## src/rtl/alu_serial_pkg.sv

```systemverilog
// Shared opcodes, FSM state type and carry-seed helpers for the bit-serial ALU sequencer.
package alu_serial_pkg;

  localparam int unsigned OP_W = 3;

  localparam logic [OP_W-1:0] OP_AND   = 3'b000;
  localparam logic [OP_W-1:0] OP_OR    = 3'b001;
  localparam logic [OP_W-1:0] OP_XOR   = 3'b010;
  localparam logic [OP_W-1:0] OP_XNOR  = 3'b011;
  localparam logic [OP_W-1:0] OP_INC   = 3'b100;
  localparam logic [OP_W-1:0] OP_ADD   = 3'b101;
  localparam logic [OP_W-1:0] OP_SUB   = 3'b110;
  localparam logic [OP_W-1:0] OP_BSUBA = 3'b111;

  typedef enum logic [1:0] {
    IDLE = 2'd0,
    RUN  = 2'd1,
    DONE = 2'd2
  } state_t;

  // Carry-in for bit 0: increment and two's-complement subtracts start with 1.
  function automatic logic carry_seed(input logic [OP_W-1:0] op);
    logic seed;
    seed = 1'b0;
    case (op)
      OP_INC, OP_SUB, OP_BSUBA:         seed = 1'b1;
      OP_AND, OP_OR, OP_XOR, OP_XNOR,
      OP_ADD:                           seed = 1'b0;
      default:                          seed = 1'b0;
    endcase
    return seed;
  endfunction

  // Signed overflow is only meaningful for the two-operand add/subtract ops.
  function automatic logic ovf_en(input logic [OP_W-1:0] op);
    return (op == OP_ADD) || (op == OP_SUB) || (op == OP_BSUBA);
  endfunction

endpackage

```

## src/rtl/alu_serial_seq.sv

```systemverilog
// Bit-serial sequencer driving an external combinational 1-bit ALU slice, LSB first.
// Optional z/c/v flag outputs are built when ALU_SERIAL_FLAGS_EN is defined.
module alu_serial_seq
  import alu_serial_pkg::*;
#(
  parameter int unsigned WIDTH = 32
) (
  input  logic              clk,
  input  logic              rst,
  input  logic              start_i,
  input  logic [OP_W-1:0]   op_i,
  input  logic [WIDTH-1:0]  a_i,
  input  logic [WIDTH-1:0]  b_i,
  output logic              ready_o,
  output logic              valid_o,
  input  logic              ack_i,
  output logic [WIDTH-1:0]  result_o,
`ifdef ALU_SERIAL_FLAGS_EN
  output logic              z_o,
  output logic              c_o,
  output logic              v_o,
`endif
  output logic              m_o,
  output logic              s1_o,
  output logic              s0_o,
  output logic              ai_o,
  output logic              bi_o,
  output logic              ci_o,
  input  logic              fi_i,
  input  logic              co_i
);

  localparam int unsigned CNT_W = (WIDTH > 1) ? $clog2(WIDTH) : 1;

  state_t             state_q, state_d;
  logic [CNT_W-1:0]   count_q;
  logic [WIDTH-1:0]   a_q, b_q, result_q;
  logic [OP_W-1:0]    op_q;
  logic               carry_q;
  logic               ready_q, valid_q;
  logic               accept_c, last_c;

  // Next-state decode; accept and last-bit strobes steer the datapath.
  always_comb begin
    state_d  = state_q;
    accept_c = 1'b0;
    last_c   = 1'b0;
    case (state_q)
      IDLE: begin
        if (start_i) begin
          accept_c = 1'b1;
          state_d  = RUN;
        end
      end
      RUN: begin
        if (count_q == CNT_W'(WIDTH - 1)) begin
          last_c  = 1'b1;
          state_d = DONE;
        end
      end
      DONE: begin
        if (ack_i) state_d = IDLE;
      end
      default: state_d = IDLE;
    endcase
  end

  always_ff @(posedge clk) begin
    if (rst) state_q <= IDLE;
    else     state_q <= state_d;
  end

  // Operand/op/carry registers are cleared on the last bit so slice drives read 0 outside RUN.
  always_ff @(posedge clk) begin
    if (rst) begin
      ready_q  <= 1'b1;
      valid_q  <= 1'b0;
      count_q  <= '0;
      a_q      <= '0;
      b_q      <= '0;
      op_q     <= '0;
      carry_q  <= 1'b0;
      result_q <= '0;
    end else begin
      ready_q <= (state_d == IDLE);
      valid_q <= (state_d == DONE);
      if (accept_c) begin
        op_q    <= op_i;
        a_q     <= a_i;
        b_q     <= b_i;
        carry_q <= carry_seed(op_i);
        count_q <= '0;
      end else if (state_q == RUN) begin
        result_q <= {fi_i, result_q[WIDTH-1:1]};
        a_q      <= a_q >> 1;
        b_q      <= b_q >> 1;
        if (last_c) begin
          count_q <= '0;
          carry_q <= 1'b0;
          op_q    <= '0;
        end else begin
          count_q <= count_q + CNT_W'(1);
          carry_q <= co_i;
        end
      end
    end
  end

`ifdef ALU_SERIAL_FLAGS_EN
  logic z_q, c_q, v_q;

  // Flags are captured from the slice on the final bit, alongside the last result shift.
  always_ff @(posedge clk) begin
    if (rst) begin
      z_q <= 1'b0;
      c_q <= 1'b0;
      v_q <= 1'b0;
    end else if (last_c) begin
      z_q <= ({fi_i, result_q[WIDTH-1:1]} == '0);
      c_q <= co_i;
      v_q <= ovf_en(op_q) & (carry_q ^ co_i);
    end
  end

  assign z_o = z_q;
  assign c_o = c_q;
  assign v_o = v_q;
`endif

  assign ready_o  = ready_q;
  assign valid_o  = valid_q;
  assign result_o = result_q;
  assign m_o      = op_q[2];
  assign s1_o     = op_q[1];
  assign s0_o     = op_q[0];
  assign ai_o     = a_q[0];
  assign bi_o     = b_q[0];
  assign ci_o     = carry_q;

endmodule

```

## config.mk

```make
export PLATFORM = sky130hd
export DESIGN_NAME = alu_serial_seq
export DESIGN_NICKNAME = d
export VERILOG_FILES = /design/src/rtl/alu_serial_pkg.sv /design/src/rtl/alu_serial_seq.sv
export SDC_FILE = /design/constraint.sdc
export NUM_CORES = 1
export LEC_CHECK = 0
export CAP_MARGIN = 10
export CORE_AREA = 4 4 110 112
export CTS_CLUSTER_SIZE = 16
export DETAILED_ROUTE_END_ITERATION = 8
export DIE_AREA = 0 0 114 116
export DONT_BUFFER_PORTS = 1
export GPL_TIMING_DRIVEN = 0
export MAX_ROUTING_LAYER = met4
export SYNTH_ARGS = -nofsm -noshare
export SYNTH_HDL_FRONTEND = slang
export SYNTH_SLANG_ARGS = --single-unit
```

## constraint.sdc

```tcl
create_clock -name clk -period 3.25 [get_ports clk]
set_input_delay 0.65 -clock clk [delete_from_list [all_inputs] [get_ports clk]]
set_output_delay 0.65 -clock clk [all_outputs]
set_load 0.02 [all_outputs]
```

==> results.sh <==
export IMPL_tritoncts="yes"
export IMPL_worst_slew_margin_rel_pct=63.0
export IMPL_layout_common_cells="sky130_fd_sc_hd__a21oi_1 (157), sky130_fd_sc_hd__nand2_1 (127), sky130_fd_sc_hd__dfxtp_1 (109), sky130_fd_sc_hd__o21ai_1 (56), sky130_fd_sc_hd__buf_2 (17)"
export IMPL_synthesis_area_per_instance_sq_um=8.00
export IMPL_reg_area_sq_um=2180
export IMPL_detail_route_iter0_violations=259
export IMPL_layout_nets=635
export IMPL_antenna_violations_before_repair=0
export IMPL_dr_pass1_iters=7
export IMPL_finClkSkew_ps=6.61
export IMPL_setup_crit_path_kind="flop to flop"
export IMPL_num_antenna_cells=0
export IMPL_detail_route_wirelength_mm=11.2
export IMPL_finalWorstSetupSlack_ps=1310
export IMPL_vias=3794
export IMPL_ctsResizeCount=0
export IMPL_total_power_divided_by_cell_area_nw_per_um2=585
export IMPL_path_common_cell="sky130_fd_sc_hd__ha_1"
export IMPL_endpoint_arrival_time_on_the_critical_path_ps=2210
export IMPL_core_region_area_sq_um=11200
export IMPL_netlist_area_before_placement_sq_um=4390
export IMPL_seq_area_frac_synth_pct=49.7
export IMPL_leakagePower_uw=0.00169
export IMPL_htreeDepth=3
export IMPL_post_cts_buffers=0
export IMPL_multi_input_combinational_cell_area_sq_um=1900
export IMPL_avgViaCountPerCell=5.38
export IMPL_yosys_register_bits=109
export IMPL_design_die_area_sq_um=13200
export IMPL_run_status="completed"
export IMPL_setup_viol=0
export IMPL_max_cap_violations=0
export IMPL_synth_warning_count=0
export IMPL_synth_enable_flop_cells=0
export IMPL_flow_area_growth_from_synthesis_pct=10.2
export IMPL_place_worst_setup_slack_ps=1290
export IMPL_vias_in_the_first_global_route=3559
export IMPL_max_freq_ghz=0.516
export IMPL_gpl_final_weighted_congestion=0.752
export IMPL_ctsHoldBuffers=0
export IMPL_cp_max_fanout=7
export IMPL_drt_wirelength_per_cell_um=15.9
export IMPL_fin_tns_setup_ps=0
export IMPL_finalHoldWorstSlack_ps=430
export IMPL_post_route_min_period_ps=1940
export IMPL_worstSetupStartpointType="flop"
export IMPL_drcViolationCount=0
export IMPL_die_width_um=114
export IMPL_syn_inst=549
export IMPL_die_height_um=116
export IMPL_cp_cell_sequence="ha_1, and3_1, ha_1, mux2_2, a21oi_1, a21boi_1"
export IMPL_root_buffer="sky130_fd_sc_hd__clkbuf_16"
export IMPL_synth_flop_cell="sky130_fd_sc_hd__dfxtp_1"
export IMPL_fill_count=1180
export IMPL_max_clock_path_buffers=2
export IMPL_setup_repair_after_global_routing_missed_its_margin="false"
export IMPL_worst_ir_drop_vdd_uv=291
export IMPL_clkTransAtPathRegs_ps=70
export IMPL_slew_viol_final=0
export IMPL_cts_buffers_inserted=9
export IMPL_layout_drive_gt1_share_pct=10.1
export IMPL_timing_final_hold_violations=0
export IMPL_wire_length_of_the_first_global_routing_pass_mm=18.0
export IMPL_yosys_cell_types_count=35
export IMPL_worstMarginPinSlew_ps=555
export IMPL_grt_use_total_pct=17.6
export IMPL_io_buffer_count=0
export IMPL_grt_start_max_net_pins=16
export IMPL_place_detailed_hpwl_mm=8.28
export IMPL_critical_path_endpoint_type="flop"
export IMPL_finalCritPeriodShare_pct=59.6
export IMPL_grt_remaining_overflow=0
export IMPL_critical_path_slowest_cell="sky130_fd_sc_hd__a21oi_1"
export IMPL_clk_insertion_delay_late_ps=340
export IMPL_layout_cells_most_common="sky130_fd_sc_hd__a21oi_1"
export IMPL_io_pins=113
export IMPL_synth_async_sr_flop_share_pct=0
export IMPL_initial_core_util_pct=39.2
export IMPL_clock_sink_count=109
export IMPL_synth_nets=624
export IMPL_delay_of_the_slowest_cell_on_the_worst_path_ps=360
export IMPL_hold_path_class="input pin to flop"
export IMPL_ant_nets=0
export IMPL_timing_critical_path_required_ps=3520
export IMPL_rows=39
-- flip-flops by register name, summed over array words and instances, names as in the netlist --
name      cells
count_q       5
op_q          3
b_q          32
state_q       2
a_q          32
result_o     32
ci_o          1
ready_o       1
valid_o       1
-- per-layer routing --
layer,part of all wire [%],track usage (%),vias to the layer above
li1,-,-,1906
met4,2.7,7.13,0
met3,6.4,5.43,21
met5,0,-,-
met2,47,27.4,95
met1,44,21.3,1772
-- synthesized netlist by cell type (all sizes together) (2+ instances only) --
| master | instances | area [sq um] |
|---|---|---|
| a21oi | 157 | 786 |
| nand2 | 127 | 477 |
| dfxtp | 109 | 2180 |
| o21ai | 65 | 325 |
| buf | 36 | 262 |
| clkbuf | 11 | 41.3 |
| nand3 | 4 | 20.0 |
| nor2 | 4 | 20.0 |
| a22o | 3 | 26.3 |
| inv | 3 | 11.3 |
| nand2b | 3 | 18.8 |
| o22ai | 3 | 18.8 |
| a31oi | 2 | 12.5 |
| and4bb | 2 | 25.0 |
| ha | 2 | 25.0 |
| nand3b | 2 | 15.0 |
| nor3 | 2 | 10.0 |
| nor3b | 2 | 20.0 |
| or3 | 2 | 12.5 |
-- path summary, 6_finish.rpt --
path | startpoint | end | cells after the start | slack [ps]
max | count_q[0] | count_q[3] | 6 | 1310
min | op_i[0] | op_q[0] | 1 | 430
max reg2reg | count_q[0] | count_q[3] | 6 | 1310
min reg2reg | a_q[6] | a_q[5] | 2 | 450
-- cell type report --
class / count / share of cell area [%]
multi-input combinational: 390 / 39.2
sequential: 109 / 45.1
clock buffer: 10 / 4.73
clock inverter: 3 / 0.827
inverter: 3 / 0.233
tap: 143 / 3.70
buffer: 47 / 6.25
-- through the flow --
stage          utilization (%)  std cells  total power (uW)  area (sq um)
3_5_place_dp              40.7        692              1820          4570
5_1_grt                   43.1        705              2970          4840
3_3_place_gp              40.7        692              1810          4570
4_1_cts                   43.1        705              2870          4840
6_report                  43.1        705              2830          4840
2_1_floorplan                -        549              1740          4390
-- power by group --
| part | switching, uW | internal [uW] | total [uW] |
|---|---|---|---|
| clock | 459 | 583 | 1040 |
| sequential | 52.0 | 1420 | 1470 |
| combinational | 200 | 123 | 323 |
-- critical path: cells and delay by family, from the launching register on --
family	cells	cell delay (ps)
DFF	1	350
muxes	1	290
and+or+nand+nor	1	190
AOI/OAI and AO/OA	2	570
adders and majority gates	2	480
-- cell families (layout without fill, tap and decap cells) --
logic type               Yosys count  count (layout)  share of synthesized area (%)
adder cells (fa/ha/maj)            2               2                          0.569
multiplexers                       1               1                          0.256
XOR/XNOR                           1               1                          0.199
AND/OR/NAND/NOR                  152             152                           14.7
buffers and inverters             50              63                           7.15
flip-flops                       109             109                           49.7
AO/OA/AOI/OAI                    234             234                           27.4
(Power assumes the default switching activity.)
